==> src/rtl/lobinho_pkg.sv <==
// Shared game types: role codes, LFSR taps, dealer state encoding and the
// Galois LFSR step used by every LFSR in the game controller.
package lobinho_pkg;

  typedef logic [1:0] role_t;

  localparam role_t ROLE_VILLAGER = 2'b00;
  localparam role_t ROLE_WOLF     = 2'b01;
  localparam role_t ROLE_DOCTOR   = 2'b10;
  localparam role_t ROLE_SEER     = 2'b11;

  // x^16+x^14+x^13+x^11+1, right-shifting Galois form
  localparam logic [15:0] LFSR_TAPS = 16'hB400;

  typedef enum logic [2:0] {
    ST_IDLE,
    ST_CLEAR,
    ST_DRAW,
    ST_PROBE,
    ST_DONE
  } dealer_state_t;

  function automatic logic [15:0] lfsr_step(input logic [15:0] s);
    return s[0] ? ((s >> 1) ^ LFSR_TAPS) : (s >> 1);
  endfunction

endpackage

==> src/rtl/lfsr16.sv <==
// Free-running 16-bit Galois LFSR with synchronous seed load; a zero seed
// is remapped to 0x0001 so the register can never lock up.
module lfsr16
  import lobinho_pkg::*;
(
  input  logic        clock,
  input  logic        reset,
  input  logic        load,
  input  logic [15:0] seed,
  output logic [15:0] state
);

  logic [15:0] state_d, state_q;

  always_comb begin
    state_d = lfsr_step(state_q);
    if (load) state_d = (seed == 16'h0000) ? 16'h0001 : seed;
  end

  always_ff @(posedge clock or posedge reset) begin
    if (reset) state_q <= 16'h0001;
    else       state_q <= state_d;
  end

  assign state = state_q;

endmodule

==> src/rtl/role_dealer.sv <==
// Deals a random role vector (wolves, doctors, optional seers) using an LFSR
// draw followed by bounded linear probing. Seers enabled by ROLE_DEALER_SEER_EN.
module role_dealer
  import lobinho_pkg::*;
#(
  parameter int N_PLAYERS = 5,
  parameter int N_WOLVES  = 1,
  parameter int N_DOCTORS = 1,
  parameter int LFSR_W    = 16
`ifdef ROLE_DEALER_SEER_EN
  , parameter int N_SEERS = 1
`endif
) (
  input  logic                   clock,
  input  logic                   reset,
  input  logic                   seed_load,
  input  logic [LFSR_W-1:0]      seed_in,
  input  logic                   start,
  output logic                   busy,
  output logic                   roles_valid,
  output logic [2*N_PLAYERS-1:0] roles
);

`ifdef ROLE_DEALER_SEER_EN
  localparam int NS = N_SEERS;
`else
  localparam int NS = 0;
`endif
  localparam int IDX_W = $clog2(N_PLAYERS);
  localparam int CNT_W = $clog2(N_PLAYERS + 1);
  localparam logic [IDX_W:0] NP   = (IDX_W+1)'(N_PLAYERS);
  localparam logic [IDX_W:0] LAST = (IDX_W+1)'(N_PLAYERS - 1);

  if (N_PLAYERS < 2 || N_PLAYERS > 16 || N_WOLVES < 1 || N_WOLVES > N_PLAYERS - 1 ||
      N_DOCTORS < 0 || NS < 0 || N_WOLVES + N_DOCTORS + NS > N_PLAYERS ||
      LFSR_W != 16) begin : g_bad_params
    $error("role_dealer: illegal parameter combination");
  end

  logic [LFSR_W-1:0] lfsr;
  logic              unused_lfsr_hi;

  lfsr16 u_lfsr (
    .clock (clock),
    .reset (reset),
    .load  (seed_load),
    .seed  (seed_in),
    .state (lfsr)
  );

  assign unused_lfsr_hi = ^lfsr[LFSR_W-1:IDX_W];

  dealer_state_t                 state_d, state_q;
  logic [IDX_W-1:0]              cand_d, cand_q;
  role_t                         kind_d, kind_q;
  logic [CNT_W-1:0]              rem_d, rem_q;
  logic [N_PLAYERS-1:0]          occ_d, occ_q;
  // ascending packed range puts player 0 in the most significant field
  logic [0:N_PLAYERS-1][1:0]     work_d, work_q;
  logic [0:N_PLAYERS-1][1:0]     roles_d, roles_q;
  logic                          busy_d, busy_q;
  logic                          valid_d, valid_q;
  logic [IDX_W:0]                draw_ext;

  always_comb begin
    state_d  = state_q;
    cand_d   = cand_q;
    kind_d   = kind_q;
    rem_d    = rem_q;
    occ_d    = occ_q;
    work_d   = work_q;
    roles_d  = roles_q;
    busy_d   = busy_q;
    valid_d  = valid_q;
    draw_ext = {1'b0, lfsr[IDX_W-1:0]};

    case (state_q)
      ST_IDLE: begin
        if (start) begin
          state_d = ST_CLEAR;
          busy_d  = 1'b1;
          valid_d = 1'b0;
        end
      end
      ST_CLEAR: begin
        work_d  = '0;
        occ_d   = '0;
        kind_d  = ROLE_WOLF;
        rem_d   = CNT_W'(N_WOLVES);
        state_d = ST_DRAW;
      end
      ST_DRAW: begin
        // one conditional subtract folds the draw into range (slightly biased)
        cand_d  = (draw_ext >= NP) ? IDX_W'(draw_ext - NP) : draw_ext[IDX_W-1:0];
        state_d = ST_PROBE;
      end
      ST_PROBE: begin
        if (occ_q[cand_q]) begin
          cand_d = ({1'b0, cand_q} == LAST) ? '0 : cand_q + 1'b1;
        end else begin
          work_d[cand_q] = kind_q;
          occ_d[cand_q]  = 1'b1;
          state_d        = ST_DRAW;
          if (rem_q != CNT_W'(1)) begin
            rem_d = rem_q - 1'b1;
          end else if (kind_q == ROLE_WOLF && N_DOCTORS > 0) begin
            kind_d = ROLE_DOCTOR;
            rem_d  = CNT_W'(N_DOCTORS);
          end
`ifdef ROLE_DEALER_SEER_EN
          else if (kind_q != ROLE_SEER && NS > 0) begin
            kind_d = ROLE_SEER;
            rem_d  = CNT_W'(NS);
          end
`endif
          else begin
            state_d = ST_DONE;
          end
        end
      end
      ST_DONE: begin
        roles_d = work_q;
        valid_d = 1'b1;
        busy_d  = 1'b0;
        state_d = ST_IDLE;
      end
      default: state_d = ST_IDLE;
    endcase
  end

  always_ff @(posedge clock or posedge reset) begin
    if (reset) begin
      state_q <= ST_IDLE;
      cand_q  <= '0;
      kind_q  <= ROLE_WOLF;
      rem_q   <= '0;
      occ_q   <= '0;
      work_q  <= '0;
      roles_q <= '0;
      busy_q  <= 1'b0;
      valid_q <= 1'b0;
    end else begin
      state_q <= state_d;
      cand_q  <= cand_d;
      kind_q  <= kind_d;
      rem_q   <= rem_d;
      occ_q   <= occ_d;
      work_q  <= work_d;
      roles_q <= roles_d;
      busy_q  <= busy_d;
      valid_q <= valid_d;
    end
  end

  assign busy        = busy_q;
  assign roles_valid = valid_q;
  assign roles       = roles_q;

endmodule

==> config.mk <==
export PLATFORM = sky130hd
export DESIGN_NAME = role_dealer
export DESIGN_NICKNAME = d
export VERILOG_FILES = /design/src/rtl/lobinho_pkg.sv /design/src/rtl/lfsr16.sv /design/src/rtl/role_dealer.sv
export SDC_FILE = /design/constraint.sdc
export NUM_CORES = 1
export LEC_CHECK = 0
export ABC_AREA = 1
export ABC_CLOCK_PERIOD_IN_PS = 1800
export BUFFER_PORTS_ARGS = -buffer_cell sky130_fd_sc_hd__buf_4
export CAP_MARGIN = 20
export CORE_UTILIZATION = 46
export DETAILED_ROUTE_END_ITERATION = 10
export GPL_ROUTABILITY_DRIVEN = 0
export PLACE_DENSITY_LB_ADDON = 0.1
export SKIP_CTS_REPAIR_TIMING = 1
export SLEW_MARGIN = 20
export SYNTH_ARGS = -nofsm -noshare
export SYNTH_HDL_FRONTEND = slang
export SYNTH_SLANG_ARGS = --single-unit
==> constraint.sdc <==
create_clock -name clock -period 1.8 [get_ports clock]
set_input_delay 0.18 -clock clock [delete_from_list [all_inputs] [get_ports clock]]
set_output_delay 0.18 -clock clock [all_outputs]
set_load 0.1 [all_outputs]
==> metrics.yaml, run 1 <==
start_util_pct: 48.6
syn_nets: 355
syn_area_um2: 2730
fin_crit_ps: 1570
grt_max_degree: 55
yosysWarnings: 0
ioPinCount: 32
area_growth_pct: 14.9
wl_per_cell_um: 11.1
ys_ff_latch: 54
slew_headroom_pct: 69.2
viasPerCell: 4.83
required_ps: 2000
grt_pass1_wl_mm: 8.45
grtUsageTotal_pct: 17.6
post-dp-hpwl_mm: 3.49
fin_crit_sh_pct: 87.1
synth_commonest_cells: "nand2_1 (117), dfrtp_1 (52), inv_1 (30)"
crit_chain: "nor2_1, nand3_1, nand2_1, o21bai_4, buf_4, buf_12, nand3_1, nand2_1, nand2_1"
vias: 2111
antenna_found_initial: 0
synth_ff_type: "dfrtp_1"
grt.met2_usage_pct: 29.7
muxShareOfSynthArea_pct: 0
synth_top_family_by_area: "simple AND/OR/NAND/NOR gates"
htreeDepth: 2
status: "completed"
yosys.area.top_type: "dfrtp_1"
gr-usage-met3_pct: 3.68
fp.dieArea_um2: 6240
multi_input_area_um2: 1140
numPortBuffers: 31
first_pass_iters: 4
cp_common_cell: "nand2_1"
yosys.area.top_type_share_pct: 47.8
synth-compound-area-share_pct: 7.53
clkSlewWorstSetupHoldPaths_ps: 90
cts_sinks: 54
clk_path_buf_depth: 2
comb_power_share_pct: 48.9
core-area_um2: 5610
first_global_vias: 1970
netlist_instances: 329
clk_latency_ps: 310
grt_use_met1_pct: 21.3
p_sw_share_pct: 47.2
busiest_layer: "met2"
whs_ps: 74.7
path_class: "reg2reg"
synth_xor_area_share_pct: 0.643
maxSlewViolCount: 0
worstMarginPinSlew_ps: 461
drc: 0
hold_path_startpoint: "seed_in[6]"
r2r_start: "cand_q[2]"
synth_fa_ha_area_share_pct: 2.75
crit_start: "cand_q[2]"
cpMaxStageDelayCell: "dfrtp_1"
synth.yosys.seq_area_share_pct: 49.7
max_freq_mhz: 638
drive_gt1_share_pct: 20.5
antenna_left: 0
wirelength_mm: 4.83
cp.arrival_ps: 1770
skew_ps: 5.81
internal_power_mw: 2.52
cts_tree: "built"
fin_setup_tns_ps: 0
drt_first_iter_violations: 78
end_kind: "flip-flop"
nFillCells: 543
synthDistinctLibCells: 30
nets: 390
hold_path.class: "in2reg"
cts_inserted_buffers: 5
ir_drop_v: 0.000683
cap_violations: 0
finalHoldViolations: 0
clkPwrFrac_pct: 13.5
num_antenna_cells: 0
p_switching_mw: 2.25
rows: 27
cp_max_fo: 15
synth_most_common_cell: "nand2_1"
die_x_um: 79.0
setup_viol_count_final: 0
async_reset_ff_share_pct: 100
powerDensity_nw_per_um2: 1530
slowest_delay_ps: 510
synth_edf_count: 0
regArea_um2: 1360
synth_area_leaders: "dfrtp_1 (48%), nand2_1 (16%), inv_1 (4.1%)"
synthSimpleGateAreaFrac_pct: 30.9
fp.dieH_um: 79.0
grt_overflow: 0
cts_root_buf: "clkbuf_8"
start_kind: "flip-flop"
power_frac_seq_pct: 37.6
leakagePower_nw: 1.68
rsz0062_at_grt: "false"
syn_area_per_cell_um2: 8.28
-- logic make-up (layout without fill, tap and decap cells) --
family	count (synthesis)	after routing
AO/OA/AOI/OAI	34	34
XOR/XNOR	2	2
flip-flops	54	54
buffers and inverters	46	82
AND/OR/NAND/NOR	187	187
adder cells (fa/ha/maj)	6	6
-- final cells by class --
cell class / instances / share of cell area [%]
Sequential cell: 54 / 43.3
Multi-Input combinational cell: 229 / 36.5
Timing Repair Buffer: 41 / 10.7
Inverter: 33 / 4.12
Tap cell: 72 / 2.88
Clock buffer: 8 / 2.56
-- worst paths after layout --
path | to | cells past startpoint | slack [ps]
max in group asynchronous | u_lfsr.state[0] | 4 | 1060
min in group asynchronous | u_lfsr.state[7] | 4 | 460
hold / removal | u_lfsr.state[6] | 3 | 70
setup reg to reg | work_q[1] | 9 | 230
setup / recovery | work_q[1] | 9 | 230
hold reg to reg | u_lfsr.state[14] | 2 | 450
-- layout by cell type (no fill, tap or decap) --
cell type      Yosys  routed
nor4_1             2       2
ha_1               6       6
nor2_8             1       1
o211ai_1           1       1
o21ai_2            5       5
a21oi_1            6       6
o21ai_1            2       2
clkbuf_8           0       5
dfrtp_2            0       1
nand4_1           15      15
nand2_4            1       1
nor2_1            18      18
xor2_1             1       1
inv_1             30      29
clkbuf_1           4       3
nand3_2            4       4
dfrtp_1           52      51
o21ai_0           19      19
inv_4              2       2
dfstp_2            2       2
nand2_2            7       7
or2_2              4       4
buf_12             1       2
dlygate4sd3_1      0       1
nand2_1          117     117
buf_4              3      38
xnor2_1            1       1
nor3_1             5       5
inv_2              1       2
o21bai_4           1       1
nand3_1           13      13
-- critical path: cells and delay by family, from the launching register on --
family,cells,cell delay [ps]
AND/OR/NAND/NOR,6,530
flip-flops,1,510
buffers and inverters,2,260
AO/OA/AOI/OAI,1,170
-- metrics by stage --
step	total power, mW	cells	worst slack (ps)	area, um^2	utilization [%]
after floorplan	3.74	329	305	2730	-
after global placement	4.11	425	208	3020	53.8
after detailed placement	4.13	425	160	3020	53.8
after CTS	4.79	433	131	3100	55.2
after global routing	5.17	437	85.4	3130	55.8
final	4.77	437	233	3130	55.8
-- state kept, by name, indices dropped and copies added (netlist names) --
signal	count
busy	1
cand_q	3
kind_q	2
occ_q	5
rem_q	3
roles	10
roles_valid	1
state_q	3
u_lfsr.state	16
work_q	10
-- metal layers --
metal / part of all wire, % / vias up
met5: 0 / -
met4: 1.9 / 0
met3: 3.1 / 8
met2: 46 / 38
met1: 49 / 949
li1: - / 1116
-- power by group through the flow --
stage          Clock [mW]  Combinational (mW)  Sequential (mW)
5_1_grt             0.717                2.61             1.84
4_1_cts             0.671                2.33             1.79
3_5_place_dp            0                2.31             1.82
2_1_floorplan           0                1.49             2.25
6_report            0.643                2.34             1.80
3_3_place_gp            0                2.30             1.81
(Power assumes the default switching activity.)
==> run 2, diff against run 1 <==
Settings changed: ABC_AREA 1 to unset.
==> run 2 against run 1 <==
  * The run now ends with negative setup slack left
  * Count of clock-buffer cells in the layout decreased by 3
  * Cell area decreased by 3.2%
  * Global-route usage increased by 0.82 points
  * Final cell count decreased by 23%
  * Hold slack improved by 1.8 ps
  * Non-clock buffer count increased by 8
  * Sequential power about the same
  * Critical endpoint is now work_q[7]
  * Largest power group unchanged
==> metrics.yaml, run 2 <==
multi_input_area_um2: 1060  # -6.8%
cts_root_buf: "clkbuf_8"
synth_top_family_by_area: "multiplexers"
nets: 292  # -25%
power.total_mw: 4.83  # +1.3%
synth_area_leaders: "dfrtp_1 (53%), mux2_2 (9.1%), mux2i_1 (4.5%)"
clk_latency_ps: 310  # about the same
fin_crit_ps: 1830  # +258 ps
cp.arrival_ps: 2020  # +250 ps
wirelength_mm: 4.64  # -4.0%
clk_path_buf_depth: 2  # unchanged
num_antenna_cells: 0  # unchanged
synth_ff_type: "dfrtp_1"
fp.dieArea_um2: 5670  # -9.0%
fin_setup_tns_ps: -141  # -141 ps
antenna_left: 0  # unchanged
mostFrequentLayoutCell: "dfrtp_1"
muxShareOfSynthArea_pct: 14.2  # +14 points
powerDensity_nw_per_um2: 1590  # +4.6%
layout_common_cells: "dfrtp_1 (52), buf_4 (46), nand2_1 (22)"
skew_ps: 8.20  # +2.39 ps
stdcell_area_um2: 3030  # -3.2%
slowest_delay_ps: 460  # -50 ps
synth.yosys.seq_area_share_pct: 54.7  # +5.1 points
clkSlewWorstSetupHoldPaths_ps: 90  # about the same
max_freq_mhz: 548  # -14%
nFillCells: 460  # -15%
fin_crit_sh_pct: 101  # +14 points
fin_util_pct: 59.0  # +3.2 points
ioPinCount: 32  # unchanged
post-dp-hpwl_mm: 3.34  # -4.1%
cp_max_fo: 6  # -9
synth_commonest_cells: "dfrtp_1 (52), nand2_1 (22), mux2_2 (20)"
grt_pass1_wl_mm: 7.69  # -9.1%
path_class: "reg2reg"
synth_xor_area_share_pct: 1.06  # +0.42 points
netlist_instances: 215  # -35%
end_kind: "flip-flop"
ys_ff_latch: 54  # unchanged
rsz0062_at_grt: "true"
drc: 0  # unchanged
place_area_um2: 2900  # -3.9%
yosys.area.top_type: "dfrtp_1"
area_growth_pct: 22.6
start_kind: "flip-flop"
finalHoldViolations: 0  # unchanged
critPathBufInv: 0  # -2
cpMaxStageDelayCell: "or4_4"
async_reset_ff_share_pct: 100  # unchanged
drive_gt1_share_pct: 34.1  # +14 points
synth_fa_ha_area_share_pct: 3.03  # +0.28 points
numPortBuffers: 31  # unchanged
core-area_um2: 5140  # -8.3%
yosys.area.top_type_share_pct: 52.6  # +4.9 points
fin_ws_ps: -25.7  # -258 ps
first_global_vias: 1661  # -16%
start_util_pct: 48.1  # -0.47 points
grt_max_degree: 36  # -35%
grt_overflow: 0  # unchanged
syn_area_um2: 2470  # -9.2%
maxSlewViolCount: 0  # unchanged
critPathTopFamily: "multiplexers"
setup_viol_count_final: 7  # +7
rows: 26  # -3.7%
ir_drop_v: 0.000675  # -1.1%
cts_tree: "built"
grtUsageTotal_pct: 18.4  # +0.82 points
fp.dieH_um: 75.3  # -4.6%
status: "complete, but fails checks"
cts_sinks: 54  # unchanged
antenna_found_initial: 0  # unchanged
synth_most_common_cell: "dfrtp_1"
syn_nets: 241  # -32%
yosysWarnings: 0  # unchanged
leakagePower_nw: 1.46  # -13%
drt_first_iter_violations: 45  # -42%
die_x_um: 75.3  # -4.6%
synth-compound-area-share_pct: 11.3  # +3.7 points
crit_chain: "mux2_4, a32oi_4, a21oi_4, or4_4, mux2i_1"
synth_edf_count: 0  # unchanged
vias: 1729  # -18%
worstMarginPinSlew_ps: 426  # -35.3 ps
largest_reg_flops: 16  # unchanged
required_ps: 1990  # about the same
syn_area_per_cell_um2: 11.5  # +39%
synthSimpleGateAreaFrac_pct: 12.8  # -18 points
htreeDepth: 2  # unchanged
pre_cts_ws_ps: 3.10  # -157 ps
failed_checks: "negative setup slack"
cap_violations: 0  # unchanged
first_pass_iters: 4  # unchanged
wl_per_cell_um: 13.8  # +25%
slew_headroom_pct: 71.4  # +2.2 points
synthDistinctLibCells: 39  # +30%
hold_path.class: "in2reg"
cts_inserted_buffers: 5  # unchanged
regArea_um2: 1350  # about the same
viasPerCell: 5.13  # +6.2%
## run 2: final cells by class
| cell class | count | share of cell area, % |
|---|---|---|
| Inverter | 14 | 1.73 |
| Sequential cell | 54 | 44.7 |
| Timing Repair Buffer | 49 | 12.8 |
| Clock buffer | 5 | 2.27 |
| Multi-Input combinational cell | 142 | 35.1 |
| Tap cell | 70 | 2.89 |
| Clock inverter | 3 | 0.619 |
## run 2: cells by family after synthesis
group	Yosys count
and+or+nand+nor	62
DFF	54
AOI/OAI and AO/OA	39
muxes	32
buffers and inverters	19
adders and majority gates	6
xor gates and xnor gates	3
## run 2: final timing paths
check,startpoint,slack [ps],endpoint,cells after the start
worst max register to register,cand_q[1],-30,work_q[7],5
min in group asynchronous,reset,450,work_q[4],4
max in group asynchronous,reset,1060,u_lfsr.state[0],4
worst max-delay path,cand_q[1],-30,work_q[7],5
worst min register to register,u_lfsr.state[4],480,u_lfsr.state[3],1
worst min-delay path,seed_in[10],80,u_lfsr.state[10],3
## run 2: metal layers
layer | vias up | wire length, um | part of all wire, % | track usage, %
met3 | 5 | 167 | 3.6 | 4.89
met2 | 27 | 2160 | 47 | 29.1
met4 | 0 | 58 | 1.2 | 5.56
met5 | - | 0 | 0 | 0
met1 | 844 | 2250 | 49 | 24.9
li1 | 853 | - | - | -
## run 2: worst register-to-register path, stage by stage (launching register included)
cell and delay, ps:
dfrtp_1 430, mux2_4 320, a32oi_4 230, a21oi_4 120, or4_4 460, mux2i_1 140
## run 2: where the power goes
| part | leakage (nW) | switching (mW) | internal, mW |
|---|---|---|---|
| logic | 0.728 | 1.38 | 0.963 |
| clock network | 0.0483 | 0.399 | 0.275 |
| registers | 0.680 | 0.246 | 1.57 |
| total | 1.46 | 2.03 | 2.81 |
## run 2: metrics by stage
| step | hold WS (ps) | cells |
|---|---|---|
| 3_5_place_dp | 233 | 326 |
| 2_1_floorplan | 297 | 215 |
| 5_1_grt | 99.4 | 337 |
| 6_report | 76.6 | 337 |
| 3_3_place_gp | 230 | 326 |
| 4_1_cts | -112 | 334 |
